**config.mk**
```make
export PLATFORM = sky130hd
export DESIGN_NAME = cnt_seq_ctrl
export DESIGN_NICKNAME = d
export VERILOG_FILES = /design/src/rtl/cnt_seq_pkg.sv /design/src/rtl/cnt_seq_ctrl.sv
export SDC_FILE = /design/constraint.sdc
export NUM_CORES = 1
export LEC_CHECK = 0
export ABC_AREA = 1
export CAP_MARGIN = 20
export CORE_MARGIN = 2
export CORE_UTILIZATION = 55
export CTS_BUF_LIST = sky130_fd_sc_hd__clkbuf_4 sky130_fd_sc_hd__clkbuf_8
export CTS_CLUSTER_DIAMETER = 80
export CTS_CLUSTER_SIZE = 14
export DETAILED_ROUTE_END_ITERATION = 6
export PLACE_DENSITY = 0.87
export SLEW_MARGIN = 10
export SYNTH_ARGS = -nofsm -noshare
export SYNTH_HDL_FRONTEND = slang
export SYNTH_SLANG_ARGS = --single-unit
```
**constraint.sdc**
```tcl
create_clock -name Clk -period 2.2 [get_ports Clk]
set_input_delay 0.44 -clock Clk [delete_from_list [all_inputs] [get_ports Clk]]
set_output_delay 0.44 -clock Clk [all_outputs]
set_load 0.02 [all_outputs]
```
**src/rtl/cnt_seq_pkg.sv**
```systemverilog
// -----------------------------------------------------------------------------
// cnt_seq_pkg
// Shared types for the counter sequencing controller.
//   state_t : controller state encoding (S_IDLE, S_LOAD, S_RUN)
// -----------------------------------------------------------------------------
package cnt_seq_pkg;

    typedef enum logic [1:0] {
        S_IDLE = 2'd0,
        S_LOAD = 2'd1,
        S_RUN  = 2'd2
    } state_t;

endpackage

```
**src/rtl/cnt_seq_ctrl.sv**
```systemverilog
// -----------------------------------------------------------------------------
// cnt_seq_ctrl
// Sequencing controller for a loadable up-counter. It loads the counter with a
// latched base value and lets it count up to a latched limit. It then either
// reloads for another interval or stops with the counter holding at the limit.
//
// Ports
//   Clk     in   rising-edge clock
//   reset   in   synchronous, active-high reset
//   start   in   begin a sequence (only looked at in IDLE)
//   stop    in   abort, honoured in every state, highest priority
//   base    in   [n-1:0] interval start value, latched on accepted start
//   limit   in   [n-1:0] interval end value, latched on accepted start
//   reps    in   [m-1:0] interval count, 0 = run until stop
//   cnt_q   in   [n-1:0] counter output
//   cnt_en  out  counter enable      (combinational)
//   cnt_ld  out  counter load        (combinational)
//   cnt_d   out  [n-1:0] counter load data = latched base
//   busy    out  high while in LOAD or RUN (registered)
//   tick    out  interval-end pulse  (combinational)
//   done    out  sequence-complete pulse (registered)
//   err     out  start-rejected pulse, limit < base (registered)
//
// States
//   state  | meaning
//   S_IDLE | counter parked, waiting for a valid start
//   S_LOAD | one cycle, counter loads base
//   S_RUN  | counter increments; reload or finish at limit
// -----------------------------------------------------------------------------
module cnt_seq_ctrl
    import cnt_seq_pkg::*;
#(
    parameter int n = 4,
    parameter int m = 8
)
(
    input  logic         Clk,
    input  logic         reset,
    input  logic         start,
    input  logic         stop,
    input  logic [n-1:0] base,
    input  logic [n-1:0] limit,
    input  logic [m-1:0] reps,
    input  logic [n-1:0] cnt_q,
    output logic         cnt_en,
    output logic         cnt_ld,
    output logic [n-1:0] cnt_d,
    output logic         busy,
    output logic         tick,
    output logic         done,
    output logic         err
);

    state_t       state_r;
    state_t       state_nxt;

    logic [n-1:0] base_r;
    logic [n-1:0] limit_r;
    logic [m-1:0] reps_r;
    logic [m-1:0] rep_cnt;

    logic         busy_r;
    logic         done_r;
    logic         err_r;

    logic         accept;
    logic         reject;
    logic         finish;
    logic         rep_dec;
    logic         at_limit;
    logic         run_forever;
    logic         more_reps;

    assign at_limit    = (cnt_q == limit_r);
    assign run_forever = (reps_r == '0);
    assign more_reps   = (rep_cnt > m'(1));

    always_comb begin
        state_nxt = state_r;
        cnt_en    = 1'b0;
        cnt_ld    = 1'b0;
        tick      = 1'b0;
        accept    = 1'b0;
        reject    = 1'b0;
        finish    = 1'b0;
        rep_dec   = 1'b0;

        case (state_r)
            S_IDLE: begin
                if (start && !stop) begin
                    if (limit < base) begin
                        reject = 1'b1;
                    end else begin
                        accept    = 1'b1;
                        state_nxt = S_LOAD;
                    end
                end
            end

            S_LOAD: begin
                if (stop) begin
                    state_nxt = S_IDLE;
                end else begin
                    cnt_en    = 1'b1;
                    cnt_ld    = 1'b1;
                    state_nxt = S_RUN;
                end
            end

            S_RUN: begin
                if (stop) begin
                    state_nxt = S_IDLE;
                end else begin
                    cnt_en = 1'b1;
                    if (at_limit) begin
                        tick = 1'b1;
                        if (run_forever || more_reps) begin
                            cnt_ld  = 1'b1;
                            rep_dec = !run_forever;
                        end else begin
                            // last interval: leave the counter parked at limit
                            cnt_en    = 1'b0;
                            finish    = 1'b1;
                            state_nxt = S_IDLE;
                        end
                    end
                end
            end

            default: begin
                state_nxt = S_IDLE;
            end
        endcase
    end

    always_ff @(posedge Clk) begin
        if (reset) begin
            state_r <= S_IDLE;
            base_r  <= '0;
            limit_r <= '0;
            reps_r  <= '0;
            rep_cnt <= '0;
            busy_r  <= 1'b0;
            done_r  <= 1'b0;
            err_r   <= 1'b0;
        end else begin
            state_r <= state_nxt;
            if (accept) begin
                base_r  <= base;
                limit_r <= limit;
                reps_r  <= reps;
                rep_cnt <= reps;
            end else if (rep_dec) begin
                rep_cnt <= rep_cnt - m'(1);
            end
            // registered view of "next state is not IDLE" so busy tracks state_r
            busy_r <= (state_nxt != S_IDLE);
            done_r <= finish;
            err_r  <= reject;
        end
    end

    assign cnt_d = base_r;
    assign busy  = busy_r;
    assign done  = done_r;
    assign err   = err_r;

endmodule

```
Word-level counts from Yosys, hierarchy flattened

Cells that the tools add are included.

Eq/ne operators: 3
$lt $le $gt $ge: 2
Muxes and demuxes: 29
Add/subtract/negate cells: 1
Reduce and logical (&&, ||, !) cells: 10
Bitwise gates (word level): 4

Operators with widths:

| operator                                            | count |
|---|---|
| two-way mux 1 bit                                   | 18 |
| two-way mux 8 bit                                   | 2 |
| two-way mux 2 bit                                   | 6 |
| > comparator 8 x 1 -> 1 bit (second input constant) | 1 |
| logical NOT 8 bit                                   | 1 |
| subtractor 8 x 1 -> 8 bit (second input constant)   | 1 |
| case mux 2 bit (3 select lines)                     | 1 |
| == test 4 bit                                       | 1 |
| < comparator 4 bit                                  | 1 |
| NOT 1 bit                                           | 4 |
| case mux 1 bit (2 select lines)                     | 2 |
| nonzero test 2 bit                                  | 2 |
| OR reduction 4 bit                                  | 1 |
| OR reduction 3 bit                                  | 1 |
| == test 2 x 1 -> 1 bit (second input constant)      | 1 |
| == test 2 bit (second input constant)               | 1 |
| logical NOT 1 bit                                   | 2 |
| logical NOT 2 bit                                   | 1 |
| logical AND 1 bit                                   | 1 |
| logical OR 1 bit                                    | 1 |

Output and inout port bits: 10
Word-level logic and storage cells: 57
Flip-flop bits (word level): 29
Bits of input ports: 24

Depth between registers and ports, before layout

Word-level depth: 8
Depth in mapped cells: 13
Mapped depth without buffers: 13

Worst setup path before layout

No wires, ideal clock.

Path type: input to output
From: input port cnt_q[0]
To: output port cnt_ld
Stages: 7
Required time: 1760 ps
Path slack: 343 ps
Arrival: 1417 ps
Path buffers: 0
Cell sequence: xnor2_1 -> nand2_1 -> nor2_4 -> nand2_1 -> inv_1 -> nand2_1 -> a21oi_1

Longest elaborated chain between the ends: 4

RTL lines:

| element                         | line                | text |
|---|---|---|
| from (decl)                     | cnt_seq_ctrl.sv:44  | `input logic [n-1:0] cnt_q,` |
| == test 4 bit                   | cnt_seq_ctrl.sv:74  | `assign at_limit = (cnt_q == limit_r);` |
| two-way mux 1 bit               | cnt_seq_ctrl.sv:115 | `if (at_limit) begin` |
| two-way mux 1 bit               | cnt_seq_ctrl.sv:111 | `if (stop) begin` |
| case mux 1 bit (2 select lines) | cnt_seq_ctrl.sv:88  | `case (state_r)` |
| to (decl)                       | cnt_seq_ctrl.sv:46  | `output logic cnt_ld,` |

No other way between the ends.

Worst setup path after layout

From: register rep_cnt[0]
To: output port cnt_en

Longest elaborated chain between the ends: 6

RTL lines:

| element                         | line                | text |
|---|---|---|
| from (decl)                     | cnt_seq_ctrl.sv:60  | `logic [m-1:0] rep_cnt;` |
| from (signal assigned)          | cnt_seq_ctrl.sv:152 | `rep_cnt <= reps;` |
| from (signal assigned)          | cnt_seq_ctrl.sv:154 | `rep_cnt <= rep_cnt - m'(1);` |
| > comparator 8 x 1 -> 1 bit     | cnt_seq_ctrl.sv:76  | `assign more_reps = (rep_cnt > m'(1));` |
| logical OR 1 bit                | cnt_seq_ctrl.sv:117 | `if (run_forever \|\| more_reps) begin` |
| two-way mux 1 bit               | cnt_seq_ctrl.sv:117 |  |
| two-way mux 1 bit               | cnt_seq_ctrl.sv:115 |  |
| two-way mux 1 bit               | cnt_seq_ctrl.sv:111 |  |
| case mux 1 bit (2 select lines) | cnt_seq_ctrl.sv:88  |  |
| to (decl)                       | cnt_seq_ctrl.sv:45  | `output logic cnt_en,` |

No other way between the ends.

==> summary.txt <==
Routing
  – Via-per-instance ratio: 4.978
  – Via count: 1558
  – WL/cell: 11.46 um
  – Number of antenna-violating nets in the routed design: 0
  – DRT Wirelength: 3586 um
  – # DRC: 0
  – Iter 0 DRT Violations: 64
  – DRT Pass-1 Iters: 4

Power
  – PD cells: 602.5 nW/um^2
  – Leak: 1.064 nW
  – Final Power: 1.296 mW
  – Switching pwr: 0.3911 mW
  – Clock network fraction of design power: 0.292
  – Net Sw Frac: 0.3019
  – Pint: 0.9046 mW
  – Sequential Power Share: 0.446
  – Worst IR Drop VDD: 0.5512 mV
  – Logic pwr share: 0.263

Placement
  – IO Port Bufs: 33
  – Placer congestion estimate: 0.8746
  – DPL Wire Length: 2626 um

Floorplan
  – Die ar.: 3284 um^2
  – FP Rows: 19
  – Core footprint: 2734 um^2
  – IO Count: 34
  – Initial core utilization: 0.5716
  – Die Wd: 57.31 um
  – Die H: 57.31 um

Yosys
  – Post-synthesis compound-gate area fraction: 0.1289
  – Post-Synth Simple-Gate Area: 0.2834
  – Post-synthesis cell area: 1563 um^2
  – Synth unique cells: 25
  – Post-synthesis mux area share: 0
  – Synth Warn #: 0
  – Net Count, Synth: 259
  – Main combinational cell family by area after synthesis: simple AND/OR/NAND/NOR gates
  – Synthesized flop and latch total: 29
  – Synth Area in XOR/XNOR: 0.04484
  – Synth Instances: 226
  – Yosys top cell by area: dfxtp_1
  – Sequential fraction of the synthesis area: 0.3715
  – Synth area leaders: dfxtp_1, nand2_1, nor2_1, ha_1, a21oi_1
  – Top-area cell type share of the netlist area: 0.3715
  – Synth Area in Adders: 0.07206
  – Synthesized area per cell: 6.915 um^2

Outcome
  – Outcome: complete, no violations

Layout
  – Fin nets: 314
  – FILL cells: 195
  – Diode count: 0
  – Share of layout cells above drive strength 1: 0.2057
  – Util after Layout: 0.7867
  – Area Growth Syn to Fin: 37.63%

Job
  – MaxCap Viol Count: 0

CTS
  – Hold buffer count at cts: 0
  – Htree depth: 2
  – Clk slew on worst S/H paths: 0.10 ns
  – Max Root-Sink Buffers: 2
  – Clk_lat worst skew: 0.33 ns
  – Clk root buf: clkbuf_4
  – CTS Buf Count: 5
  – CTS tree: built
  – Number of clock sinks: 29

Global route
  – Largest net degree at the start of global routing: 16
  – Vias in the first global route: 1506
  – First-pass GRT wire length: 6127 um
  – Grt ovf: 0
  – Initial antenna violation count: 0
  – Total track usage: 0.2417

Hold path
  – Worst Hold Class: flip-flop to flip-flop
  – WHS Path Cells: 2

Timing
  – Final hold vios: 0
  – Final-report setup violation count: 0
  – Slew Limit Headroom: 0.7394
  – RSZ-0062 raised after global routing: no
  – Tmin final: 2.114 ns
  – Final clock skew: 0.007161 ns
  – Worst-margin pin slew: 0.3905 ns
  – Count of pins over their slew limit: 0
  – Fmax: 473.1 MHz
  – Fin crit share: 0.9607

Critical path
  – CP startpoint kind: flip-flop
  – Setup Crit Path Kind: flip-flop to output pin
  – Reg2reg path depth: 11
  – Data arrival, critical path: 1.67 ns
  – Worst Path Max Fanout: 3
  – Worst EP required: 1.76 ns
  – Setup crit end kind: output pin
-- placed cells by master (no fill, tap or decap), types with 4 or more instances in the layout --
master           synthesis  routed
nand2_1                 56      54
clkdlybuf4s50_1          0      26
xor2_1                   4       4
buf_4                    1      21
dlymetal6s2s_1           0       4
nor2_2                   4       4
o21ai_1                  5       5
o21ai_0                 12      12
dfxtp_1                 29      28
nand2_2                  4       6
nor2_1                  33      33
inv_2                    7      10
a21oi_1                 19      19
ha_1                     9       8
xnor2_1                  4       4
inv_1                   22      19
clkbuf_4                 0       5
nand3_1                  4       4
-- critical path: stages, from the launching register on --
cell	delay, ns
dfxtp_2	0.35
inv_2	0.06
ha_2	0.16
nor2_1	0.04
nor2_1	0.13
nand2_1	0.08
nor2_2	0.12
nand2_1	0.07
nand2_2	0.08
a21oi_1	0.08
buf_4	0.16
-- synthesized netlist by cell type, drive strengths merged --
cell and count:
dfxtp 29, nor3 2, xor2 4, nor2 38, o21ai 18, inv 29, buf 4, xnor2 4
clkinv 1, ha 9, o211ai 1, nand3 4, clkbuf 2, a21oi 19, nor4 1, nand2 61
-- per-layer routing --
layer,up-vias,part of all wire,wire length [um],GRT usage
li1,809,-,-,-
met1,694,0.43,1550,0.2557
met2,45,0.49,1765,0.4319
met3,10,0.057,205,0.07937
met4,0,0.018,65,0.1130
met5,-,0,0,0
-- flip-flops by register name, summed over array words and instances (netlist names) --
name / count
rep_cnt: 8
limit_r: 4
done: 1
busy: 1
err: 1
state_r: 2
reps_r: 8
cnt_d: 4
-- cells by family after synthesis --
logic type,Yosys count
and+or+nand+nor,106
buffers and inverters,36
adders and majority gates,9
DFF,29
xor gates and xnor gates,8
AOI/OAI and AO/OA,38
-- final timing paths --
path	start	endpoint	slack (ns)
worst max-delay path	rep_cnt[0]	cnt_en	0.09
worst min-delay path	reps_r[4]	reps_r[4]	0.47
worst max register to register	state_r[0]	rep_cnt[5]	0.56
worst min register to register	reps_r[4]	reps_r[4]	0.47
-- layout make-up --
cell class	count	area [um^2]	share of cell area
clock buffer	7	65.06	0.03025
clock inverter	1	5.005	0.002327
inverter	30	112.6	0.05236
multi-input combinational	161	834.6	0.3880
sequential	29	581.8	0.2705
tap	31	38.79	0.01803
timing repair buffer	54	513.0	0.2385
-- metrics by stage --
step | cell area (um^2) | hold WS (ns) | TNS (ns) | cells | setup slack, ns
after floorplan | 1563 | 0.4433 | 0 | 226 | 0.3434
after global placement | 2072 | 0.4528 | -1.446 | 305 | -0.4219
after detailed placement | 2072 | 0.4534 | -1.739 | 305 | -0.4666
after CTS | 2132 | 0.4675 | 0 | 313 | 0.009902
after global routing | 2151 | 0.4860 | 0 | 313 | 0.006737
final | 2151 | 0.4686 | 0 | 313 | 0.08641
-- power by group through the flow --
stage / Sequential, mW / Clock [mW] / Combinational [mW]
floorplan: 0.594 / 0 / 0.202
CTS: 0.577 / 0.383 / 0.341
global placement: 0.587 / 0 / 0.329
global route: 0.581 / 0.404 / 0.381
detailed placement: 0.588 / 0 / 0.336
finish: 0.578 / 0.378 / 0.340
-- repair_timing --
action / in CTS / in global routing
setup endpoints to repair: 3 / 3
gates cloned: 0 / 0
pin swaps: 3 / 10
setup buffers: 0 / 0
resized for setup: 14 / 11
Power figures use the tool's default switching activity.
